[src/rtl/pwm_pkg.sv]
// Shared types and default sizing for the multi-channel PWM block.
package pwm_pkg;

    localparam int DEF_WORD_LENGTH = 8;
    localparam int DEF_FREQ_LENGTH = 2;
    localparam int DEF_CHANNELS    = 4;

    typedef enum logic [1:0] {
        IDLE  = 2'd0,
        RUN   = 2'd1,
        DRAIN = 2'd2
    } state_t;

    typedef enum logic {
        EDGE   = 1'b0,
        CENTER = 1'b1
    } align_t;

endpackage

[src/rtl/pwm_prescaler.sv]
// Power-of-two clock prescaler: tick once every 2^frequency cycles.
module pwm_prescaler
    import pwm_pkg::*;
#(
    parameter int FREQ_LENGTH = DEF_FREQ_LENGTH
) (
    input  logic                   clk,
    input  logic                   reset,
    input  logic                   clear,
    input  logic [FREQ_LENGTH-1:0] frequency,
    output logic                   tick
);
    // Wide enough to hold 2^f-1 for the largest selectable f.
    localparam int PW = (2 ** FREQ_LENGTH) - 1;

    logic [PW-1:0] presc_q, presc_d, limit;

    always_comb begin
        limit = '0;
        for (int b = 0; b < PW; b++) begin
            limit[b] = (b < int'(frequency));
        end
        tick    = (presc_q == limit);
        presc_d = (clear || tick) ? '0 : presc_q + PW'(1);
    end

    always_ff @(posedge clk) begin
        if (reset) begin
            presc_q <= '0;
        end else begin
            presc_q <= presc_d;
        end
    end

endmodule

[src/rtl/pwm_multi_channel.sv]
// Multi-channel PWM: one shared period counter and prescaler, double-buffered
// per-channel duty, edge or center alignment, and a stop that drains the period.
module pwm_multi_channel
    import pwm_pkg::*;
#(
    parameter int WORD_LENGTH = DEF_WORD_LENGTH,
    parameter int FREQ_LENGTH = DEF_FREQ_LENGTH,
    parameter int CHANNELS    = DEF_CHANNELS
) (
    input  logic                            clk,
    input  logic                            reset,
    input  logic                            start,
    input  logic [CHANNELS*WORD_LENGTH-1:0] dutyCycle,
    input  logic [FREQ_LENGTH-1:0]          frequency,
    input  logic                            center_align,
    input  logic                            load,
    output logic [CHANNELS-1:0]             pwm_output,
    output logic                            period_end,
    output logic                            busy,
    output state_t                          dbg_state
);
    localparam int                     DW      = CHANNELS * WORD_LENGTH;
    localparam logic [WORD_LENGTH-1:0] CNT_MAX = '1;
    localparam logic [WORD_LENGTH-1:0] CNT_ONE = WORD_LENGTH'(1);

    state_t                 state_q, state_d;
    logic [WORD_LENGTH-1:0] cnt_q, cnt_d;
    logic                   dir_down_q, dir_down_d;
    logic [DW-1:0]          pend_duty_q, pend_duty_d, act_duty_q, act_duty_d;
    logic [FREQ_LENGTH-1:0] pend_freq_q, pend_freq_d, act_freq_q, act_freq_d;
    align_t                 pend_align_q, pend_align_d, act_align_q, act_align_d;
    logic [CHANNELS-1:0]    pwm_q, pwm_d;
    logic                   running, tick, boundary, copy_active, final_boundary;
    align_t                 port_align;

    assign port_align = center_align ? CENTER : EDGE;
    assign running    = (state_q != IDLE);

    pwm_prescaler #(.FREQ_LENGTH(FREQ_LENGTH)) u_prescaler (
        .clk       (clk),
        .reset     (reset),
        .clear     (!running),
        .frequency (act_freq_q),
        .tick      (tick)
    );

    assign boundary = running && tick &&
                      ((act_align_q == EDGE) ? (cnt_q == CNT_MAX)
                                             : (dir_down_q && (cnt_q == CNT_ONE)));

    always_comb begin
        state_d = state_q;
        case (state_q)
            IDLE:    if (start) state_d = RUN;
            RUN:     if (!start) state_d = boundary ? IDLE : DRAIN;
            DRAIN:   if (start) state_d = RUN;
                     else if (boundary) state_d = IDLE;
            default: state_d = IDLE;
        endcase
        final_boundary = boundary && (state_d == IDLE);
        copy_active    = ((state_q == IDLE) && start) || boundary;
    end

    // load is a single-cycle strobe with no ready: it is always accepted. Active
    // copies pend_*_d rather than pend_*_q so a load on a boundary lands at once.
    always_comb begin
        pend_duty_d  = load ? dutyCycle  : pend_duty_q;
        pend_freq_d  = load ? frequency  : pend_freq_q;
        pend_align_d = load ? port_align : pend_align_q;
        act_duty_d   = copy_active ? pend_duty_d  : act_duty_q;
        act_freq_d   = copy_active ? pend_freq_d  : act_freq_q;
        act_align_d  = copy_active ? pend_align_d : act_align_q;
    end

    always_comb begin
        cnt_d      = cnt_q;
        dir_down_d = dir_down_q;
        if (!running || boundary) begin
            cnt_d      = '0;
            dir_down_d = 1'b0;
        end else if (tick) begin
            if (act_align_q == EDGE) begin
                cnt_d = cnt_q + CNT_ONE;
            end else if (!dir_down_q) begin
                if (cnt_q == CNT_MAX) begin
                    dir_down_d = 1'b1;
                    cnt_d      = cnt_q - CNT_ONE;
                end else begin
                    cnt_d = cnt_q + CNT_ONE;
                end
            end else begin
                cnt_d = cnt_q - CNT_ONE;
            end
        end
    end

    // Outputs are forced low on the boundary that returns to IDLE.
    for (genvar gi = 0; gi < CHANNELS; gi++) begin : g_ch
        assign pwm_d[gi] = running && !final_boundary &&
                           (cnt_q < act_duty_q[gi*WORD_LENGTH +: WORD_LENGTH]);
    end

    always_ff @(posedge clk) begin
        if (reset) begin
            state_q      <= IDLE;
            cnt_q        <= '0;
            dir_down_q   <= 1'b0;
            pend_duty_q  <= '0;
            pend_freq_q  <= '0;
            pend_align_q <= EDGE;
            act_duty_q   <= '0;
            act_freq_q   <= '0;
            act_align_q  <= EDGE;
            pwm_q        <= '0;
        end else begin
            state_q      <= state_d;
            cnt_q        <= cnt_d;
            dir_down_q   <= dir_down_d;
            pend_duty_q  <= pend_duty_d;
            pend_freq_q  <= pend_freq_d;
            pend_align_q <= pend_align_d;
            act_duty_q   <= act_duty_d;
            act_freq_q   <= act_freq_d;
            act_align_q  <= act_align_d;
            pwm_q        <= pwm_d;
        end
    end

    assign pwm_output = pwm_q;
    assign period_end = boundary;
    assign busy       = running;
    assign dbg_state  = state_q;

endmodule

[config.mk]
export PLATFORM = sky130hd
export DESIGN_NAME = pwm_multi_channel
export DESIGN_NICKNAME = d
export VERILOG_FILES = /design/src/rtl/pwm_pkg.sv /design/src/rtl/pwm_prescaler.sv /design/src/rtl/pwm_multi_channel.sv
export SDC_FILE = /design/constraint.sdc
export NUM_CORES = 1
export LEC_CHECK = 0
export ABC_CLOCK_PERIOD_IN_PS = 4200
export CAP_MARGIN = 10
export CORE_MARGIN = 2
export CORE_UTILIZATION = 35
export CTS_CLUSTER_SIZE = 30
export DETAILED_ROUTE_END_ITERATION = 8
export PLACE_DENSITY = 0.6
export SYNTH_ARGS = -nofsm -noshare
export SYNTH_HDL_FRONTEND = slang
export SYNTH_SLANG_ARGS = --single-unit
export TNS_END_PERCENT = 50
[constraint.sdc]
create_clock -name clk -period 4.2 [get_ports clk]
set_input_delay 1.26 -clock clk [delete_from_list [all_inputs] [get_ports clk]]
set_output_delay 1.26 -clock clk [all_outputs]
set_load 0.05 [all_outputs]
==> results.sh <==
export IMPL_timing_slew_headroom_pct=30.2
export IMPL_rsz0062_at_grt="false"
export IMPL_p_per_area_nw_per_um2=392
export IMPL_synth_simple_area_share_pct=14.4
export IMPL_antenna_found_initial=0
export IMPL_fin_crit_sh_pct=94.3
export IMPL_grtUsageTotal_pct=14.0
export IMPL_cts_resized=0
export IMPL_grt_pass1_wl_mm=14.5
export IMPL_overflow=0
export IMPL_vias_per_cell=4.90
export IMPL_fin_nets=544
export IMPL_end_kind="output pin"
export IMPL_clkSlewWorstSetupHoldPaths_ns=0.06
export IMPL_yosysWarnings=0
export IMPL_synth_top_area_share_pct=40.9
export IMPL_htreeDepth=3
export IMPL_cts_sinks=88
export IMPL_drv_cap=0
export IMPL_dp_hpwl_mm=6.02
export IMPL_synth_area_mux_share_pct=21.2
export IMPL_cts_hold_buf=0
export IMPL_drv_slew=0
export IMPL_power_frac_comb_pct=13.3
export IMPL_start_util_pct=35.9
export IMPL_rows=40
export IMPL_p_sw_mw=0.475
export IMPL_syn_area_sq_um=4310
export IMPL_holdWs_ns=0.490
export IMPL_p_int_mw=1.55
export IMPL_yosys_area_share_xor_xnor_pct=0.813
export IMPL_cp_max_fo=11
export IMPL_synthAdderAreaFrac_pct=9.29
export IMPL_cts_made_buffers=9
export IMPL_holdPathStages=1
export IMPL_die_area_sq_um=13200
export IMPL_diodes=0
export IMPL_placed_cell_area_sq_um=4850
export IMPL_pwr_share_clk_pct=42.3
export IMPL_layout_area_overhead_vs_synth_pct=20.0
export IMPL_final_setup_viol_count=0
export IMPL_fp_coreArea_sq_um=12000
export IMPL_clock_latency_ns=0.34
export IMPL_status="completed"
export IMPL_finalCriticalPeriod_ns=3.96
export IMPL_dr_total_vias=3061
export IMPL_drc=0
export IMPL_drt_wl_total_mm=8.61
export IMPL_final_fill_count=1171
export IMPL_avgSynthCellArea_sq_um=9.93
export IMPL_drtIter0Drc=124
export IMPL_grt_pass1_vias=3013
export IMPL_tightest_slew_ns=1.05
export IMPL_synthTopCellsByArea="dfxtp_1 41%, mux2_4 11%, ha_1 9.3%"
export IMPL_avgRoutedWirePerCell_um=13.8
export IMPL_io_pins=47
export IMPL_seqPwrFrac_pct=44.3
export IMPL_timing_fmax_mhz=252
export IMPL_ir_worst_vdd_v=0.000169
export IMPL_crit_type="reg -> out"
export IMPL_fin_setup_tns_ns=0
export IMPL_required_ns=2.94
export IMPL_hold_violations=0
export IMPL_grt_start_max_net_pins=71
export IMPL_clock_skew_final_ns=0.00530
export IMPL_first_pass_iters=4
export IMPL_cts_tree="built"
export IMPL_hp_class="reg -> reg"
export IMPL_die_h_um=115
export IMPL_worstPathArrival_ns=2.70
export IMPL_root_buffer="clkbuf_16"
export IMPL_leakage_nw=2.22
export IMPL_synth_fp_nets=505
export IMPL_synth_seq_cells=88
export IMPL_synth_distinct_cells=44
export IMPL_ys_seq_area_share_pct=40.9
export IMPL_synth_top_family_by_area="multiplexers"
export IMPL_numPortBuffers=46
export IMPL_antenna_left=0
export IMPL_synth_largest_area_cell="dfxtp_1"
export IMPL_final_area_sq_um=5170
export IMPL_synth_cells=434
export IMPL_fp_dieW_um=115
export IMPL_place_congestion=0.825
export IMPL_synth_compound_area_share_pct=7.72
export IMPL_cts_setup_buffers=0
export IMPL_clk_path_buf_depth=2
export IMPL_switching_share_pct=23.4
export IMPL_start_kind="flip-flop"
export IMPL_reg2reg_depth=6
export IMPL_drive_above_1_share_pct=12.3
## cell families after synthesis
kind of cell    Yosys count
xor+xnor                  4
fa+ha+maj                32
simple gates            132
compound gates           51
flops                    88
mux                      75
buf+inv                  52
## flip-flops by register name, indices dropped and copies added (netlist names)
signal / cells
dir_down_q: 1
act_freq_q: 2
dbg_state: 2
pend_duty_q: 32
pwm_output: 4
cnt_q: 8
act_align_q: 1
pend_align_q: 1
pend_freq_q: 2
u_prescaler.presc_q: 3
act_duty_q: 32
## cells in the final DEF (no fill, tap or decap), types with 2 or more instances in the layout
cell | synthesis | final
nor4_1 | 2 | 2
clkinvlp_4 | 0 | 2
a211oi_1 | 2 | 2
nor2_1 | 78 | 78
o211a_1 | 4 | 4
ha_1 | 32 | 32
clkdlybuf4s50_1 | 0 | 44
a21oi_1 | 18 | 18
dfxtp_1 | 88 | 88
nand3_1 | 3 | 3
a21o_1 | 4 | 4
bufinv_16 | 0 | 2
mux2_4 | 31 | 31
mux2i_1 | 38 | 38
a2111oi_0 | 4 | 4
nor3_1 | 6 | 6
clkbuf_16 | 0 | 9
or3_1 | 5 | 5
or4_1 | 2 | 2
xnor2_1 | 3 | 3
nand2b_1 | 4 | 4
nor2b_1 | 11 | 11
nand2_1 | 10 | 10
a31oi_1 | 2 | 2
or2_2 | 2 | 2
inv_1 | 32 | 32
mux2_1 | 5 | 5
o21ai_0 | 10 | 10
buf_2 | 3 | 2
## worst max-delay path, stage by stage (launching register included)
cell and delay [ns]:
dfxtp_1 0.54, ha_1 0.29, nand3_2 0.13, nor3_1 0.25, nor2_1 0.12, nor3_1 0.19, clkdlybuf4s50_1 0.84
## per-stage QoR
step	total power [mW]	utilization (%)	cells	worst slack [ns]
6_report	2.03	43.1	625	0.238
5_1_grt	2.12	43.1	625	0.0356
4_1_cts	2.05	43.1	625	0.206
3_5_place_dp	1.19	40.4	609	0.569
3_3_place_gp	1.18	40.4	609	0.615
2_1_floorplan	1.11	-	434	0.731
## Yosys cell counts (all sizes together)
library cell and n:
nor3 6, nand3 4, or3 5, nand4 2
buf 9, o31a 2, nor2b 11, o2111a 1
a21o 4, and3 1, inv 32, or4 2
nor2 78, or2 2, nand2b 4, nor4 3
dfxtp 88, ha 32, or3b 1, xor2 1
xnor2 3, a21oi 19, o211a 4, a31oi 2
nor4b 1, nor4bb 1, nand2 10, a21boi 1
a2111oi 4, mux2i 38, a211oi 2, mux2 37
clkbuf 11, o21ai 10, and2 1, o21bai 1
o31ai 1
## routing by layer
| layer | GRT usage [%] | share of wire [%] | up-vias |
|---|---|---|---|
| li1 | - | - | 1564 |
| met1 | 17.8 | 47 | 1434 |
| met2 | 22.5 | 47 | 53 |
| met3 | 3.27 | 4.0 | 10 |
| met4 | 6.67 | 1.8 | 0 |
| met5 | 0 | 0 | - |
## power by group through the flow
stage / Clock, mW / Combinational (mW) / Sequential, mW
floorplan: 0 / 0.182 / 0.925
global placement: 0 / 0.268 / 0.916
detailed placement: 0 / 0.272 / 0.918
CTS: 0.880 / 0.274 / 0.899
global route: 0.918 / 0.299 / 0.903
finish: 0.859 / 0.270 / 0.899
## cell type report
cell class,count,area [sq um],area share [%]
tap,147,184,3.56
clock buffer,11,243,4.69
inverter,32,120,2.32
timing repair buffer,48,478,9.24
multi-input combinational,294,2300,44.6
clock inverter,5,80.1,1.55
sequential,88,1760,34.1
## path summary, 6_finish.rpt
| kind | from | slack (ns) | end |
|---|---|---|---|
| hold reg to reg | u_prescaler.presc_q[0] | 0.49 | u_prescaler.presc_q[0] |
| setup reg to reg | u_prescaler.presc_q[2] | 1.44 | act_duty_q[29] |
| hold / removal | u_prescaler.presc_q[0] | 0.49 | u_prescaler.presc_q[0] |
| setup / recovery | cnt_q[1] | 0.24 | period_end |
(Power assumes the default switching activity.)
